--- config.mk ---
export PLATFORM = sky130hd
export DESIGN_NAME = dmem_arbiter
export DESIGN_NICKNAME = d
export VERILOG_FILES = /design/src/rtl/dmem_arbiter.sv
export SDC_FILE = /design/constraint.sdc
export NUM_CORES = 1
export LEC_CHECK = 0
export CAP_MARGIN = 20
export CORE_AREA = 2 2 227 229
export DETAILED_ROUTE_END_ITERATION = 10
export DIE_AREA = 0 0 229 231
export DONT_BUFFER_PORTS = 1
export GPL_TIMING_DRIVEN = 0
export REMOVE_ABC_BUFFERS = 1
export SETUP_SLACK_MARGIN = 0.02
export SLEW_MARGIN = 30
export SYNTH_ARGS = -nofsm -noshare
export SYNTH_HDL_FRONTEND = slang
export SYNTH_SLANG_ARGS = --single-unit
--- constraint.sdc ---
create_clock -name clk -period 2.4 [get_ports clk]
set_clock_uncertainty 0.15 [all_clocks]
set_input_delay 0.24 -clock clk [delete_from_list [all_inputs] [get_ports clk]]
set_output_delay 0.24 -clock clk [all_outputs]
set_load 0.1 [all_outputs]
--- src/rtl/dmem_arbiter.sv ---
// dmem_arbiter: two-port arbiter and access sequencer in front of Data_Memory.
// Port A (MEM stage) and port B (secondary master) issue req/ack transactions.
// The winner's we/addr/wdata are registered and drive the memory for one
// ACCESS cycle; completion and read data return in the following RESP cycle.
//
// Ports:
//   clk, reset            clock, synchronous active-high reset
//   a_req/a_we/a_addr/a_wdata   port A request, direction, address, store data
//   a_rdata/a_ack/a_err         port A load data, completion pulse, error
//   b_*                         same as port A, for port B
//   mem_addr/mem_wdata          memory address and write data
//   mem_write/mem_read          memory strobes, asserted only in ACCESS
//   mem_rdata                   memory read data (combinational in mem_addr)
//   busy                        high whenever the sequencer is not idle
//
// Build option: define DMEM_ARB_FAIR_EN to bound port B's wait under
// contention to MAX_WAIT lost arbitrations; otherwise port A always wins.

module dmem_arbiter #(
  parameter int unsigned MEM_BYTES = 256,
  parameter int unsigned MAX_WAIT  = 4
) (
  input  logic        clk,
  input  logic        reset,
  input  logic        a_req,
  input  logic        a_we,
  input  logic [63:0] a_addr,
  input  logic [63:0] a_wdata,
  output logic [63:0] a_rdata,
  output logic        a_ack,
  output logic        a_err,
  input  logic        b_req,
  input  logic        b_we,
  input  logic [63:0] b_addr,
  input  logic [63:0] b_wdata,
  output logic [63:0] b_rdata,
  output logic        b_ack,
  output logic        b_err,
  output logic [63:0] mem_addr,
  output logic [63:0] mem_wdata,
  output logic        mem_write,
  output logic        mem_read,
  input  logic [63:0] mem_rdata,
  output logic        busy
);

  localparam int unsigned AW = 64;
  localparam logic [AW-1:0] LAST_ADDR = AW'(MEM_BYTES - 8);

  typedef enum logic [1:0] {
    IDLE   = 2'd0,
    ACCESS = 2'd1,
    RESP   = 2'd2
  } state_t;

  state_t state_q, state_d;

  logic          grant;
  logic          grant_b;
  logic          force_b;
  logic          sel_we;
  logic [AW-1:0] sel_addr;
  logic [AW-1:0] sel_wdata;
  logic          sel_err;

  logic          owner_q;   // 0: port A, 1: port B
  logic          we_q;
  logic          err_q;
  logic [AW-1:0] addr_q;
  logic [AW-1:0] wdata_q;
  logic [AW-1:0] a_rdata_q;
  logic [AW-1:0] b_rdata_q;
  logic          a_ack_q;
  logic          b_ack_q;
  logic          a_err_q;
  logic          b_err_q;
  logic          rd_q;
  logic          wr_q;
  logic          busy_q;

`ifdef DMEM_ARB_FAIR_EN
  localparam int unsigned WW = (MAX_WAIT < 1) ? 1 : $clog2(MAX_WAIT + 1);

  logic [WW-1:0] wait_q;

  // Port B is forced through once it has lost MAX_WAIT contested rounds.
  assign force_b = (wait_q == WW'(MAX_WAIT));

  // Count contested rounds lost by port B; any grant to B restarts the count.
  always_ff @(posedge clk) begin
    if (reset) begin
      wait_q <= '0;
    end else if (grant) begin
      if (grant_b) begin
        wait_q <= '0;
      end else if (b_req) begin
        wait_q <= wait_q + WW'(1);
      end
    end
  end
`else
  // Fixed priority: port B is never forced (MAX_WAIT matters only in fair mode).
  assign force_b = 1'b0 & (MAX_WAIT == 0);
`endif

  // Winner's request fields and its address check.
  assign sel_we    = grant_b ? b_we    : a_we;
  assign sel_addr  = grant_b ? b_addr  : a_addr;
  assign sel_wdata = grant_b ? b_wdata : a_wdata;
  assign sel_err   = (sel_addr > LAST_ADDR) || (sel_addr[2:0] != 3'b000);

  // Next-state and grant decision; requests are only looked at in IDLE.
  always_comb begin
    state_d = state_q;
    grant   = 1'b0;
    grant_b = 1'b0;
    unique case (state_q)
      IDLE: begin
        if (a_req || b_req) begin
          grant   = 1'b1;
          grant_b = b_req && (!a_req || force_b);
          state_d = ACCESS;
        end
      end
      ACCESS:  state_d = RESP;
      RESP:    state_d = IDLE;
      default: state_d = IDLE;
    endcase
  end

  // State, latched request and registered outputs.
  always_ff @(posedge clk) begin
    if (reset) begin
      state_q   <= IDLE;
      owner_q   <= 1'b0;
      we_q      <= 1'b0;
      err_q     <= 1'b0;
      addr_q    <= '0;
      wdata_q   <= '0;
      a_rdata_q <= '0;
      b_rdata_q <= '0;
      a_ack_q   <= 1'b0;
      b_ack_q   <= 1'b0;
      a_err_q   <= 1'b0;
      b_err_q   <= 1'b0;
      rd_q      <= 1'b0;
      wr_q      <= 1'b0;
      busy_q    <= 1'b0;
    end else begin
      state_q <= state_d;
      busy_q  <= (state_d != IDLE);
      a_ack_q <= 1'b0;
      b_ack_q <= 1'b0;
      rd_q    <= 1'b0;
      wr_q    <= 1'b0;

      if (grant) begin
        owner_q <= grant_b;
        we_q    <= sel_we;
        err_q   <= sel_err;
        addr_q  <= sel_addr;
        wdata_q <= sel_wdata;
        // Strobes for the coming ACCESS cycle; an illegal address gets none.
        wr_q    <= sel_we && !sel_err;
        rd_q    <= !sel_we && !sel_err;
      end

      // Closing edge of ACCESS: capture load data and raise the owner's ack.
      if (state_q == ACCESS) begin
        if (owner_q) begin
          b_ack_q <= 1'b1;
          b_err_q <= err_q;
          if (err_q) begin
            b_rdata_q <= '0;
          end else if (!we_q) begin
            b_rdata_q <= mem_rdata;
          end
        end else begin
          a_ack_q <= 1'b1;
          a_err_q <= err_q;
          if (err_q) begin
            a_rdata_q <= '0;
          end else if (!we_q) begin
            a_rdata_q <= mem_rdata;
          end
        end
      end
    end
  end

  assign a_rdata   = a_rdata_q;
  assign b_rdata   = b_rdata_q;
  assign a_ack     = a_ack_q;
  assign b_ack     = b_ack_q;
  assign a_err     = a_err_q;
  assign b_err     = b_err_q;
  assign mem_addr  = addr_q;
  assign mem_wdata = wdata_q;
  assign busy      = busy_q;

  // Reset gates the strobes so an interrupted ACCESS never commits.
  assign mem_write = wr_q && !reset;
  assign mem_read  = rd_q && !reset;

endmodule

* After elaboration in Yosys (flattened, before gate mapping) *
Index checks and enable logic that the tools add are counted.

storage, ports and cells
  word-level logic and storage cells = 54
  flip-flop bits (word level) = 268
  input bits = 326

cells by class
  multiplexer cells = 13
  reductions and logical operators = 20
  $lt $le $gt $ge = 1
  equality and inequality tests = 2
  bitwise operators = 3

operator list
  cell                   number
  $mux W64               4
  $gt A64 B8 Y1 const B  1
  $mux W1                7
  $reduce_and A3 Y1      2
  $logic_and A1 B1 Y1    5
  $logic_not A1 Y1       4
  $pmux W2 S2            1
  $reduce_and A2 Y1      2
  $reduce_or A2 Y1       2
  $not A1 Y1             3
  $reduce_bool A3 Y1     1
  $eq A2 B1 Y1 const B   1
  $logic_not A2 Y1       1
  $logic_or A1 B1 Y1     2
  $mux W2                1
  $ne A2 B1 Y1 const B   1
  $reduce_bool A2 Y1     1

* Logic depth before layout (Yosys ltp) *
Gate-level depths: netlist of the first run.

  depth after elaboration = 9
  mapped depth = 7
  gate-level depth less buffers = 5

* Least setup slack after synthesis of the first run *
Ideal clock, no wire load.

  kind = input to output
  start = in reset
  end = out mem_read
  data required time = 2.010 ns
  slack = 0.104 ns
  stages = 3
  arrival time = 1.906 ns
  cells stage by stage = clkbuf_1 clkbuf_1 nor2b_1

on the way
  longest elaborated chain between the ends = 2

RTL lines
  item                 RTL line  source
  start, declared      24        input logic reset,
  $logic_not A1 Y1     203       assign mem_read = rd_q && !reset;
  $logic_and A1 B1 Y1  203
  end, declared        42        output logic mem_read,

Every way passes these cells.

* Final worst setup path of the first run *
  start = reg state_q[1]
  end = reg addr_q[32] (netlist: mem_addr[32])

on the way
  longest elaborated chain between the ends = 3
  elaborated cells between the ends (all ways) = 4

RTL lines
  item                    RTL line  source
  start, declared         56        state_t state_q, state_d;
  start signal, assigned  150       state_q <= state_d;
  $logic_not A2 Y1 (*)    117       unique case (state_q)
  $mux W1                 117
  $mux W64                108       assign sel_addr = grant_b ? b_addr : a_addr;
  end signal, assigned    161       addr_q <= sel_addr;
  end, declared           69        logic [AW-1:0] addr_q;

Every way passes the cells marked *; elsewhere a longest branch is shown, timed or not.
A chain may end at the register's enable or synchronous reset.

==> results of run 1 <==
-- through the flow --
step,worst slack (ns),cells
2_1_floorplan,-8.807,1306
3_3_place_gp,-16.05,1986
3_5_place_dp,-1.979,2019
4_1_cts,0.001517,2296
5_1_grt,-0.02111,2323
6_report,0.06016,2323
-- cells in the mapped netlist (all sizes together) --
| cell | instances | share of area |
|---|---|---|
| nor4b | 1 | 0.00080 |
| a211oi | 1 | 0.00068 |
| nor2b | 68 | 0.039 |
| o21ai | 2 | 0.00091 |
| or4b | 1 | 0.00091 |
| nand2b | 2 | 0.0011 |
| nand3 | 2 | 0.00091 |
| buf | 35 | 0.019 |
| nor4 | 28 | 0.016 |
| nand2 | 512 | 0.17 |
| dfxtp | 268 | 0.49 |
| a311oi | 123 | 0.098 |
| a21oi | 137 | 0.062 |
| nor3 | 6 | 0.0036 |
| clkbuf | 84 | 0.029 |
| and3 | 1 | 0.00057 |
| inv | 3 | 0.0010 |
| nor2 | 132 | 0.045 |
| o211a | 1 | 0.00091 |
| nand4 | 8 | 0.0051 |
| o221ai | 5 | 0.0068 |
| mux2i | 2 | 0.0030 |
| o21a | 1 | 0.00068 |
| o2111ai | 2 | 0.0016 |
-- cell usage in the layout (no fill, tap or decap), types with 2 or more instances in the layout --
master,netlist,layout
clkinv_2,0,7
nor3_1,4,4
clkbuf_16,0,32
dlygate4sd3_1,0,246
o221ai_2,5,5
o2111ai_1,2,2
nand4_1,7,7
nor2_1,131,131
dfxtp_2,0,35
buf_2,23,3
buf_12,0,4
nor2b_1,68,65
nor4_1,28,26
buf_16,0,9
clkbuf_8,0,7
nor2b_4,0,2
clkbuf_4,0,4
a311oi_2,0,11
buf_4,6,8
a311oi_1,123,112
a21oi_1,137,137
buf_6,4,5
dfxtp_1,268,232
nand2_1,512,511
clkbuf_1,84,2
inv_1,2,2
nor4_2,0,2
clkinvlp_4,0,3
bufinv_16,0,3
-- flip-flops by register name (all words and copies together), names as in the netlist, 2 cells and up --
register   count
b_rdata       64
mem_addr      64
state_q        2
mem_wdata     64
a_rdata       64
-- worst paths after layout --
check / start / endpoint
max: state_q[1] / mem_addr[32]
min: reset / b_rdata[58]
max reg2reg: state_q[1] / mem_addr[32]
min reg2reg: we_q / we_q
-- power by group --
group	leakage [nW]	total [mW]	internal, mW	switching, mW
logic	3.01	1.72	0.807	0.909
clock network	0.484	4.63	2.74	1.89
registers	2.21	7.45	4.79	2.66
total	5.70	13.8	8.34	5.46
-- repair_timing --
item	4_1_cts	5_1_grt
setup endpoints to repair	90	61
buffers inserted	4	4
resized for setup	13	21
hold buffers	226	20
cloned	2	3
pin swaps	2	2
hold endpoints to repair	268	222
-- cells by family after synthesis --
group	after synthesis	share of synthesized area
buffers and inverters	122	0.04906
AOI/OAI and AO/OA	272	0.1720
and+or+nand+nor	761	0.2879
DFF	268	0.4881
muxes	2	0.002959
-- per-layer routing --
metal / vias to the layer above / GRT usage / part of all wire
met3: 176 / 0.05027 / 0.11
met1: 5364 / 0.1693 / 0.35
li1: 5225 / - / -
met4: 0 / 0.1055 / 0.075
met5: - / 0 / 0
met2: 805 / 0.2665 / 0.46
-- area by class of cell --
cell class              instances  area [um2]
repair buffers                283        3042
clock buffers                  38       829.5
inverters                       3       11.26
multi-input cells            1036        5256
well taps                     680       850.8
clock inverters                14       156.4
diodes                          1       2.502
fillers                      5186       35120
flip-flops and latches        268        5413
==> results.md, run 1 <==
* Status: finished, violations left
* Failing checks: negative hold slack
* Starting density of the core at 0.2169
* Crit end category: register
* Layout cell share with drive strength beyond 1 at 0.09622
* CP max-delay cell: dlygate4sd3_1
* Count of input and output buffers at 0
* Initial antenna violation count at 1
* Pwr Density at 886.7 nW/um2
* Final Net Count at 1,947
* Count of final hold-check violations at 207
* Fmax at 427.4 MHz
* WP depth at 7
* Worst Setup Start Kind: register
* Clock Path Buffers at 3
* Area growth, synth to finish at 41.57%
* Tcrit/Tclk final at 0.9749
* DP Wirelength at 30,530 um
* Die height at 231 um
* Max Transition Viols Final at 0
* Post-route cell area at 15,560 um2
* Synth Area per Inst at 7.714 um2
* Clock insertion delay at the later pin of the skew report at 0.56 ns
* Critical path, cell by cell: nor4b_4, buf_4, buf_4, clkbuf_4, nand2_1, a311oi_1, dlygate4sd3_1
* Leak pwr at 5.704 nW
* Hold Path Stages at 1
* Global-route usage over all layers at 0.1578
* Number of global-route vias before repair at 10,986
* Routed len/inst at 20.07 um
* Peak VDD IR at 656.8 uV
* Residual DRC count at 0
* Hold slack at -0.3949 ns
* Fin crit period at 2.340 ns
* Post-Synthesis Cell Area at 10,990 um2
* Placed standard-cell area at 11,840 um2
* Sequential element share of the synthesized area at 0.4881
* Worst path max stage delay at 0.59 ns
* Vias at 11,570
* CTS tree: built
* WP data required at 2.75 ns
* # IOs at 589
* First-pass GRT wire length at 65,530 um
* R2R cell count at 7
* Number of routed nets with antenna violations at 0
* Via density at 4.981
* Delay-heaviest family, CP: buffers and inverters
* Root buf cell: clkbuf_16
* Core area at 50,680 um2
* Tot Pwr at 13.80 mW
* Critical path class: register to register
* Reg clk slew, reported paths at 0.06 ns
* Row cnt at 83
* Die Wd at 229 um
* Slew margin rel. at 0.2860
* CP max FO at 7
* Fin util at 0.3071
* Clk sinks at 268
* Most frequent CP cell: buf_4
* DRT Pass-1 Iters at 5
* Cts bufs inserted at 29
* Gpl congestion at 0.8967
* Final Routed Wirelength at 46,620 um
* Worst min path class: primary input to register
* Syn Inst Count at 1,425
* Maxcap violations at 0
* Largest net degree at the start of global routing at 268
* Crit path buf inv count at 4
* Die footprint at 52,900 um2
* FF-to-FF setup slack at 0.06 ns
* Count of state elements after synthesis at 268
* Post-route setup TNS at 0 ns
* Unique masters post-synth at 33
* Final setup vio count at 0
* Worst slew pin tran at 1.070 ns
* H-tree depth at 1
* Overflow after GRT at 0
* Synth Warn # at 0
* CP Data Arrival Time at 2.69 ns
* 1st-iter DRT viols at 749
Note: power is estimated with default switching activity, not from simulation.
==> run 2, diff against run 1 <==
--- a/config.mk
+++ b/config.mk
@@ -7,10 +7,11 @@
 export LEC_CHECK = 0
 export CAP_MARGIN = 20
 export CORE_AREA = 2 2 227 229
+export CTS_BUF_LIST = sky130_fd_sc_hd__clkbuf_8
 export DETAILED_ROUTE_END_ITERATION = 10
 export DIE_AREA = 0 0 229 231
 export DONT_BUFFER_PORTS = 1
-export GPL_TIMING_DRIVEN = 0
+export GPL_TIMING_DRIVEN = 1
 export REMOVE_ABC_BUFFERS = 1
 export SETUP_SLACK_MARGIN = 0.02
 export SLEW_MARGIN = 30
==> results.md, run 2 (synthesized netlist as in run 1, its figures left out) <==
* Status: finished, violations left (unchanged)
* Failing checks: negative hold slack (unchanged)
* # IOs at 589 (unchanged)
* Fin crit period at 2.318 ns (was 2.340 ns)
* Largest net degree at the start of global routing at 268 (unchanged)
* Number of global-route vias before repair at 12,605 (was 10,986)
* Clock Path Buffers at 3 (unchanged)
* First-pass GRT wire length at 71,900 um (was 65,530 um)
* Area growth, synth to finish at 59.95% (was 41.57%)
* Worst min path class: primary input to register (unchanged)
* DRT Pass-1 Iters at 5 (unchanged)
* Internal power at 8.197 mW (was 8.340 mW)
* Initial antenna violation count at 2 (was 1)
* Vias at 12,710 (was 11,570)
* Count of input and output buffers at 0 (unchanged)
* Die footprint at 52,900 um2 (unchanged)
* Residual DRC count at 0 (unchanged)
* WP data required at 2.75 ns (about the same)
* Final Routed Wirelength at 50,750 um (was 46,620 um)
* Slew margin rel. at 0.5155 (was 0.2860)
* Cts bufs inserted at 49 (was 29)
* Layout cell share with drive strength beyond 1 at 0.2051 (was 0.09622)
* Tcrit/Tclk final at 0.9660 (was 0.9749)
* Root buf cell: clkbuf_8 (was clkbuf_16)
* Die height at 231 um (unchanged)
* Die Wd at 229 um (unchanged)
* Clk sinks at 268 (unchanged)
* Maxcap violations at 0 (unchanged)
* Switch Pwr at 5.621 mW (was 5.457 mW)
* Worst slew pin tran at 0.7202 ns (was 1.070 ns)
* Reg clk slew, reported paths at 0.06 ns (about the same)
* Seq pwr share at 0.355 (was 0.540)
* Row cnt at 83 (unchanged)
* Peak VDD IR at 577.1 uV (was 656.8 uV)
* Critical path class: register to register (unchanged)
* RSZ-0062 raised after global routing: true
* H-tree depth at 2 (was 1)
* Pwr Density at 786.0 nW/um2 (was 886.7 nW/um2)
* Leak pwr at 7.365 nW (was 5.704 nW)
* CP Data Arrival Time at 2.67 ns (was 2.69 ns)
* Clock insertion delay at the later pin of the skew report at 0.60 ns (was 0.56 ns)
* 1st-iter DRT viols at 784 (was 749)
* CTS tree: built (unchanged)
* Overflow after GRT at 0 (unchanged)
* Final Net Count at 2,263 (was 1,947)
* Count of final hold-check violations at 184 (was 207)
* DP Wirelength at 32,300 um (was 30,530 um)
* Starting density of the core at 0.2169 (unchanged)
* Worst Setup Start Kind: register (unchanged)
* Core area at 50,680 um2 (unchanged)
* Via density at 4.793 (was 4.981)
* Fmax at 431.3 MHz (was 427.4 MHz)
* Number of routed nets with antenna violations at 0 (unchanged)
* Global-route usage over all layers at 0.1732 (was 0.1578)
* Post-route setup TNS at 0 ns (unchanged)
* Crit end category: register (unchanged)
* Switching share of total power at 0.4068 (was 0.3955)
* Commonest non-fill, non-tap cell in the layout: nand2_1 (unchanged)
* Routed len/inst at 19.14 um (was 20.07 um)
* Commonest cells after routing, fill and taps aside: nand2_1 (510), buf_4 (295), dlygate4sd3_1 (268) (was nand2_1 (511), dlygate4sd3_1 (246), dfxtp_1 (232))
* Final setup vio count at 0 (unchanged)
* Max Transition Viols Final at 0 (unchanged)
* CP max FO at 35 (was 7)
* Clk network pwr share at 0.314 (was 0.335)
* Hold slack at -0.4012 ns (was -0.3949 ns)
* Gpl congestion at 0.9148 (was 0.8967)
* Comb pwr share at 0.331 (was 0.124)
[run 2: cell count changes in the layout (fill, tap and decap cells not counted), sizes merged]
cell	previous run	this run
nor2	133	132
inv	3	23
clkbuf	45	62
diode	1	2
bufinv	3	1
clkinvlp	3	0
buf	30	309
clkinv	8	4
dlygate4sd3	246	268
[run 2: power by group through the flow]
stage          clock [mW]  combinational (mW)  sequential [mW]
2_1_floorplan           0               0.926             7.36
5_1_grt              4.68                4.74             4.94
4_1_cts              4.46                4.49             4.90
6_report             4.34                4.57             4.91
3_5_place_dp            0                4.20             5.00
3_3_place_gp            0                4.15             4.98
[run 2: cell type report]
| class | count | area [um2] |
|---|---|---|
| fill | 5086 | 33100 |
| sequential | 268 | 5368 |
| timing repair buffer | 580 | 5218 |
| multi-input combinational | 1035 | 5169 |
| tap | 680 | 850.8 |
| clock buffer | 59 | 812.0 |
| clock inverter | 25 | 148.9 |
| inverter | 3 | 11.26 |
| antenna | 2 | 5.005 |
[run 2: final timing paths]
kind                    start       endpoint  cells past startpoint  slack [ns]
setup / recovery   state_q[1]  mem_wdata[31]                      4        0.08
setup reg to reg   state_q[1]  mem_wdata[31]                      4        0.08
hold / removal          reset     a_rdata[6]                      1       -0.40
hold reg to reg   a_rdata[11]    a_rdata[11]                      2        0.31
[run 2: critical path: stages, from the launching register on]
cell,delay (ns)
dfxtp_1,0.39
or4b_4,0.82
nand2_2,0.16
a311oi_1,0.09
dlygate4sd3_1,0.57
[run 2: what timing repair did]
action                                 in CTS  in global routing
gates resized for setup                     0                 13
buffers inserted                            0                  2
hold buffers                              266                  3
endpoints found under the hold margin     268                184
setup endpoints to repair                   0                 76
[run 2: through the flow]
stage	cell area [um2]	setup slack, ns	instances	power (mW)	util
floorplan	10460	-8.807	1306	8.288	-
global placement	13780	0.04613	2292	9.137	0.2719
detailed placement	13780	0.1389	2292	9.199	0.2719
CTS	17400	0.04687	2642	13.86	0.3434
global route	17580	0.001088	2652	14.35	0.3469
finish	17580	0.08156	2652	13.82	0.3469
[run 2: layer usage]
metal	track usage	vias to the layer above	wire, um
met2	0.2923	802	23930
met5	0	-	0
met4	0.1055	0	3038
met3	0.05151	168	4991
li1	-	5876	-
met1	0.1921	5864	18800
==> run 3, diff against run 2 <==
--- a/config.mk
+++ b/config.mk
@@ -6,8 +6,7 @@
 export NUM_CORES = 1
 export LEC_CHECK = 0
 export CAP_MARGIN = 20
-export CORE_AREA = 2 2 227 229
-export CTS_BUF_LIST = sky130_fd_sc_hd__clkbuf_8
+export CORE_AREA = 5 5 224 226
 export DETAILED_ROUTE_END_ITERATION = 10
 export DIE_AREA = 0 0 229 231
 export DONT_BUFFER_PORTS = 1
==> results.md, run 3 (synthesized netlist as in run 1, its figures left out) <==
* Status: finished, violations left (unchanged)
* Failing checks: negative hold slack (unchanged)
* Layout cell share with drive strength beyond 1 at 0.1854 (was 0.2051)
* WP data required at 2.69 ns (was 2.75 ns)
* Row cnt at 81 (was 83)
* First-pass GRT wire length at 78,110 um (was 71,900 um)
* Fin crit period at 2.362 ns (was 2.318 ns)
* Post-route cell area at 18,110 um2 (was 17,580 um2)
* Via density at 4.976 (was 4.793)
* Routed len/inst at 20.69 um (was 19.14 um)
* Starting density of the core at 0.2283 (was 0.2169)
* Pwr Density at 770.8 nW/um2 (was 786.0 nW/um2)
* Worst Setup Start Kind: register (unchanged)
* Placed standard-cell area at 13,680 um2 (was 13,780 um2)
* Worst min path class: primary input to register (unchanged)
* Max Transition Viols Final at 0 (unchanged)
* Worst slew pin tran at 0.6734 ns (was 0.7202 ns)
* Number of routed nets with antenna violations at 0 (unchanged)
* Core area at 48,140 um2 (was 50,680 um2)
* Area growth, synth to finish at 64.76% (was 59.95%)
* Fmax at 423.5 MHz (was 431.3 MHz)
* Fill count at 4,598 (was 5,086)
* Largest net degree at the start of global routing at 268 (unchanged)
* Count of input and output buffers at 0 (unchanged)
* Critical path class: register to register (unchanged)
* H-tree depth at 1 (was 2)
* Fin util at 0.3762 (was 0.3469)
* Vias at 13,058 (was 12,710)
* 1st-iter DRT viols at 842 (was 784)
* Gpl congestion at 0.9340 (was 0.9148)
* Commonest non-fill, non-tap cell in the layout: nand2_1 (unchanged)
* Slew margin rel. at 0.5469 (was 0.5155)
* Number of global-route vias before repair at 13,054 (was 12,605)
* Post-route setup TNS at 0 ns (unchanged)
* # IOs at 589 (unchanged)
* Residual DRC count at 0 (unchanged)
* Root buf cell: clkbuf_16 (was clkbuf_8)
* DP Wirelength at 34,350 um (was 32,300 um)
* Final setup vio count at 0 (unchanged)
* Hold slack at -0.3812 ns (was -0.4012 ns)
* Die Wd at 229 um (unchanged)
* Final Net Count at 2,309 (was 2,263)
* Clock Path Buffers at 3 (unchanged)
* Clock insertion delay at the later pin of the skew report at 0.55 ns (was 0.60 ns)
* Tcrit/Tclk final at 0.9840 (was 0.9660)
* Die footprint at 52,900 um2 (unchanged)
* CP max FO at 21 (was 35)
* Initial antenna violation count at 2 (unchanged)
* Global-route usage over all layers at 0.1847 (was 0.1732)
* Clk sinks at 268 (unchanged)
* CTS tree: built (unchanged)
* RSZ-0062 raised after global routing: true (unchanged)
* Peak VDD IR at 612.3 uV (was 577.1 uV)
* CP Data Arrival Time at 2.65 ns (was 2.67 ns)
* Crit end category: register (unchanged)
* Reg clk slew, reported paths at 0.06 ns (about the same)
* Cts bufs inserted at 29 (was 49)
* Overflow after GRT at 0 (unchanged)
* DRT Pass-1 Iters at 5 (unchanged)
* Count of final hold-check violations at 157 (was 184)
* Die height at 231 um (unchanged)
* Final Routed Wirelength at 54,290 um (was 50,750 um)
* Leak pwr at 7.530 nW (was 7.365 nW)
* Commonest cells after routing, fill and taps aside: nand2_1 (511), dlygate4sd3_1 (340), buf_4 (290) (was nand2_1 (510), buf_4 (295), dlygate4sd3_1 (268))
* Maxcap violations at 0 (unchanged)
run 3: cell count changes in the layout (fill, tap and decap cells not counted), moves of 3 or more:
cell | previous run | this run
dlygate4sd3_1 | 268 | 340
clkbuf_16 | 3 | 31
clkbuf_1 | 0 | 5
clkbuf_8 | 59 | 10
buf_6 | 4 | 1
inv_1 | 20 | 2
buf_12 | 10 | 13
buf_4 | 295 | 290
run 3: layout make-up:
cell class	count	area (um2)	share of cell area
timing repair buffer	646	5902	0.3259
sequential	268	5366	0.2963
multi-input combinational	1035	5139	0.2837
clock buffer	44	882.1	0.04871
tap	622	778.2	0.04297
clock inverter	5	28.78	0.001589
inverter	3	11.26	0.0006218
antenna	1	2.502	0.0001382
run 3: critical path: stages, from the launching register on:
cell,delay (ns)
dfxtp_1,0.35
nor4b_2,0.48
buf_12,0.25
nand2_1,0.07
dlygate4sd3_1,0.59
a311oi_1,0.36
run 3: through the flow:
stage          power [mW]  worst slack (ns)  instances
6_report            13.96           0.03846       2624
5_1_grt             14.43          -0.06591       2624
4_1_cts             13.94           0.03897       2605
3_5_place_dp        9.230            0.2221       2229
3_3_place_gp        9.183            0.1903       2229
2_1_floorplan       8.288            -8.807       1306
run 3: repair_timing:
| action | CTS | global route |
|---|---|---|
| endpoints found under the hold margin | 268 | 168 |
| setup buffers | 0 | 2 |
| setup endpoints to repair | 0 | 87 |
| resized for setup | 0 | 5 |
| hold buffers | 327 | 13 |
run 3: worst paths after layout:
path | start | endpoint | slack [ns] | cells after the start
min reg2reg | a_rdata[22] | a_rdata[22] | 0.30 | 2
max reg2reg | state_q[0] | mem_addr[57] | 0.04 | 5
min | reset | a_rdata[15] | -0.38 | 1
max | state_q[0] | mem_addr[57] | 0.04 | 5
run 3: power by group:
part / internal, mW / total [mW] / switching [mW]
Sequential: 4.78 / 4.92 / 0.141
Clock: 2.50 / 4.32 / 1.82
Combinational: 1.16 / 4.72 / 3.56
Total: 8.44 / 14.0 / 5.52
run 3: metal layers:
layer / vias to the layer above / wire, um / track usage
met1: 6047 / 18660 / 0.1987
met5: - / 13 / 0
li1: 5942 / - / -
met2: 880 / 25770 / 0.3145
met3: 187 / 6182 / 0.06481
met4: 2 / 3666 / 0.1084
